$ cat src/rtl/register_bank_writer.sv
// register_bank_writer
//   Write side of the 32 x 32-bit MIPS register file. A 5-bit destination
//   address is decoded into one-hot word enables. The write-back data is
//   captured into the addressed word on the rising clock edge. All words are
//   exported flat for the external 32:1 read muxes. Register 0 reads as zero.
//
// Ports
//   clk             : single clock, all state changes on the rising edge
//   reset           : synchronous, active-high; clears every register and status
//   write_en        : RegWrite; qualifies write_addr / write_data this cycle
//   write_addr      : destination register number
//   write_data      : write-back value
//   regs_flat       : register k on bits [32k+31:32k], k = 0..31
//   write_done      : one-cycle strobe, high the cycle after an accepted write
//   last_write_addr : address of the most recent accepted write
module register_bank_writer (
  input  logic          clk,
  input  logic          reset,
  input  logic          write_en,
  input  logic [4:0]    write_addr,
  input  logic [31:0]   write_data,
  output logic [1023:0] regs_flat,
  output logic          write_done,
  output logic [4:0]    last_write_addr
);

  // Words 1..31 only. Register 0 has no storage, so it cannot ever load.
  logic [1023:32] bank;

  // Address 0 needs no enable because it has nothing to load.
  logic [31:1] we;

  // One-hot word enables, gated by write_en so X on the address is harmless when idle
  always_comb begin
    we = 31'h0000_0000;
    if (write_en == 1'b1) begin
      for (int k = 1; k < 32; k++) begin
        we[k] = (write_addr == 5'(k));
      end
    end else begin
      we = 31'h0000_0000;
    end
  end

  // Enable-gated word storage; reset takes priority over any write in the same cycle
  always_ff @(posedge clk) begin
    if (reset) begin
      bank <= {992{1'b0}};
    end else begin
      for (int k = 1; k < 32; k++) begin
        if (we[k]) begin
          bank[32*k +: 32] <= write_data;
        end
      end
    end
  end

  // Commit status: the strobe follows write_en, and the address holds while idle
  always_ff @(posedge clk) begin
    if (reset) begin
      write_done      <= 1'b0;
      last_write_addr <= 5'd0;
    end else begin
      write_done <= write_en;
      if (write_en) begin
        last_write_addr <= write_addr;
      end else begin
        last_write_addr <= last_write_addr;
      end
    end
  end

  // No read latency: the flat view is the storage itself, with a hardwired zero word 0
  assign regs_flat = {bank, 32'h0000_0000};

endmodule

$ cat config.mk
export PLATFORM = sky130hd
export DESIGN_NAME = register_bank_writer
export DESIGN_NICKNAME = d
export VERILOG_FILES = /design/src/rtl/register_bank_writer.sv
export SDC_FILE = /design/constraint.sdc
export NUM_CORES = 2
export LEC_CHECK = 0
export BUFFER_PORTS_ARGS = -buffer_cell sky130_fd_sc_hd__buf_2
export CAP_MARGIN = 20
export CORE_AREA = 2 2 419 421
export CTS_BUF_LIST = sky130_fd_sc_hd__clkbuf_4 sky130_fd_sc_hd__clkbuf_8
export DETAILED_ROUTE_END_ITERATION = 10
export DIE_AREA = 0 0 421 423
export PLACE_DENSITY_LB_ADDON = 0.2
export SLEW_MARGIN = 0
export SYNTH_ARGS = -nofsm -noshare
export SYNTH_HDL_FRONTEND = slang
export SYNTH_SLANG_ARGS = --single-unit
$ cat constraint.sdc
create_clock -name clk -period 1.5 [get_ports clk]
set_input_delay 0.075 -clock clk [delete_from_list [all_inputs] [get_ports clk]]
set_output_delay 0.075 -clock clk [all_outputs]
set_load 0.01 [all_outputs]
==> results_dict.tcl <==
set metrics [dict create \
    grt_first_pass_wirelength_mm 243 \
    whs_endpoint "bank[268]" \
    cts.reportedPaths.clkPinSlew_ns 0.06 \
    path_cells "buf_8" \
    synth_seq_cells 998 \
    gp_routability_congestion 0.770 \
    die_outline_area_mm2 0.178 \
    timing_hold_violations_final 0 \
    slew_viol_final 0 \
    grt_antenna_before_repair 14 \
    route.detailed.drc 0 \
    worstPathBufferInverterCount 1 \
    rows 153 \
    critPathRequiredTime_ns 1.42 \
    rsz0062_at_grt "true" \
    grt_pass1_vias 30800 \
    timing.fmax_mhz 650 \
    post_synth_inst_count 3424 \
    flip_flop_cell_with_the_highest_count_after_synthesis "sky130_fd_sc_hd__dfxtp_1" \
    die_height_um 423 \
    run_status "finished, violations left" \
    routedWlPerCell_um 24.3 \
    cts-buffers-inserted 185 \
    worstMarginPinSlew_ns 0.774 \
    floorplan.initialDensity 0.223 \
    critPathCaptureType "output pin" \
    failing_checks "setup timing" \
    detail_route.first_pass.iterations 4 \
    htree_levels 4 \
    final_min_period_over_clock_period 1.03 \
    critPathKind "register to output pin" \
    drt_wl_total_mm 178 \
    rr_worst_depth 3 \
    count_of_placed_standard_cells_in_the_final_layout_fillers_left_out 7310 \
    cp_data_arrival_time_ns 1.46 \
    cell_count_after_placement 6683 \
    buffers_added_on_ports 1037 \
    synth_common_cells "sky130_fd_sc_hd__nand2b_1, sky130_fd_sc_hd__dfxtp_1, sky130_fd_sc_hd__mux2i_1, sky130_fd_sc_hd__clkbuf_1, sky130_fd_sc_hd__buf_4" \
    clock_skew_ns 0 \
    grt.total_usage 0.192 \
    cts_sink_count 998 \
    setup.reg_to_reg.worst_slack_ns 0.31 \
    finish.net_count 4884 \
    cts_tree "built" \
    post_synth_main_area_contributors "sky130_fd_sc_hd__dfxtp_1, sky130_fd_sc_hd__mux2i_1, sky130_fd_sc_hd__nand2b_1" \
    cts_max_path_buffers 3 \
    static-leakage-power_uw 0.0314 \
    clock_tree_root_buffer_cell "sky130_fd_sc_hd__clkbuf_8" \
    detailed_place_hpwl_mm 123 \
    worst_r2r_startpoint "last_write_addr[0]" \
    post-synth-top-count-cell "sky130_fd_sc_hd__nand2b_1" \
    largest_delay_share_family_worst_path "flip-flops" \
    drt_first_iter_violations 1321 \
    via_count_normalized_by_instance_count 4.12 \
    synth-warning-count 0 \
    finalSetupViolCount 4 \
    syn-cell-area_mm2 0.0386 \
    routed-via-count 30100 \
    worst-path-max-fanout 2 \
    vdd_drop_max_mv 0.895 \
    antenna_violating_nets_post_route 0 \
    synth-edff-count 0 \
    layout_setup_ws_ns -0.0386 \
    pin_count 1070 \
    final.min_clock_period_ns 1.54 \
    areaGrowthSynthToFinish_pct 60.8 \
    max_cap_viol_count 0 \
    cell_variety_after_synth 19 \
    placeableCoreArea_mm2 0.173 \
    setup.worst_path.start_class "register" \
    ys_seq_area_frac 0.518 \
    regToRegEndpoint "last_write_addr[0]" \
    worst_max_slew_margin_expressed_relative_to_the_limit 0.481 \
    async_flop_share 0 \
    post_route_cells_drive_above_1_share 0.582 \
    synth_largest_type_area_fraction 0.518 \
    min_from "write_addr[3]" \
    syn_avg_cell_area_um2 11.3 \
    gr-total-overflow 0 \
    power-per-cell-area_mw_per_mm2 944 \
    die_width_um 421 \
    slowest_stage "sky130_fd_sc_hd__dfxtp_4" \
    clkLatencyLatePin_ns 0.94 \
    grt_start_max_net_pins 95 \
    synth_area_leader_cell "sky130_fd_sc_hd__dfxtp_1" \
    critical_path.max_stage_delay_ns 0.37 \
    timing.setup.tns_ns -0.0658 \
    timing.hold.worst.class "primary input to register" \
    worst_hold_path.num_cells 6 \
]
==> worst register-to-register path: stages, from the launching register on <==
cell and delay (ns):
sky130_fd_sc_hd__dfxtp_4 0.36, sky130_fd_sc_hd__mux2i_1 0.12, sky130_fd_sc_hd__dlygate4sd3_1 0.56, sky130_fd_sc_hd__nor2_1 0.03
==> metal layers <==
layer	part of all wire	wire length, um	GRT usage	up-vias
li1	-	-	-	14000
met1	0.40	70500	0.215	15000
met2	0.51	90300	0.341	891
met3	0.057	10100	0.0537	267
met4	0.039	7010	0.0803	4
met5	0.00011	19	0	-
==> cell families after synthesis <==
| logic type | after synthesis | share of synthesized area |
|---|---|---|
| and+or+nand+nor | 1076 | 0.176 |
| DFF | 998 | 0.518 |
| muxes | 997 | 0.259 |
| buffers and inverters | 352 | 0.0479 |
| other | 1 | 0.0000972 |
==> power breakdown <==
group | internal, uW | switching, uW
combinational | 1760 | 2210
sequential | 26700 | 152
clock | 15400 | 12300
==> cell usage in the layout, fill, tap and decap left out, drive strengths merged <==
master,instances
mux2i,997
buf,1511
clkinv,18
diode,7
and4,1
dfxtp,998
nand2b,1024
inv,5
clkinvlp,8
nand2,23
dlygate4sd3,43
nand3,8
nor2b,5
and2,1
clkbuf,287
and4b,3
conb,32
nor4b,1
bufinv,3
and4bb,1
nor2,7
nor4bb,2
==> layout make-up <==
type                    count  area (um2)
fillers                 17500      111000
flip-flops and latches    998       21300
multi-input cells        2105       17100
repair buffers           1554       17000
clock buffers             287        3520
well taps                2325        2910
clock inverters            34         314
diodes                      7        17.5
==> flip-flops by register name, indices dropped and copies added (netlist names) <==
register and flops:
bank 992, write_done 1, last_write_addr 5
==> how the worst max path moves through the flow <==
stage                             start        endpoint  slack, ns  depth (start not counted)
after global placement    write_addr[0]       bank[696]      -0.84                          5
after detailed placement  write_addr[0]       bank[698]      -0.27                          5
after global routing          bank[703]  regs_flat[703]      -0.16                          1
final                         bank[703]  regs_flat[703]      -0.04                          1
after floorplan           write_addr[0]       bank[385]       0.31                          5
after CTS                     bank[703]  regs_flat[703]      -0.22                          1
==> metrics by stage <==
stage          worst slack [ns]  instance area (um2)  hold slack [ns]  power [uW]  utilization
2_1_floorplan             0.306                38700            0.222       29000            -
3_3_place_gp             -0.842                48300            0.442       31100        0.279
3_5_place_dp             -0.265                48300            0.448       31000        0.279
4_1_cts                  -0.223                60600          0.00670       59500        0.350
5_1_grt                  -0.158                62000           0.0857       60800        0.358
6_report                -0.0386                62100            0.119       58600        0.358
==> repair_timing <==
item / in CTS / in global routing
hold buffers: 43 / 0
endpoints found under the setup margin: 998 / 1020
gates resized for setup: 2466 / 4
endpoints found under the hold margin: 998 / 0
buffers inserted: 71 / 185
No activity file was read; power rests on OpenSTA's default activity.
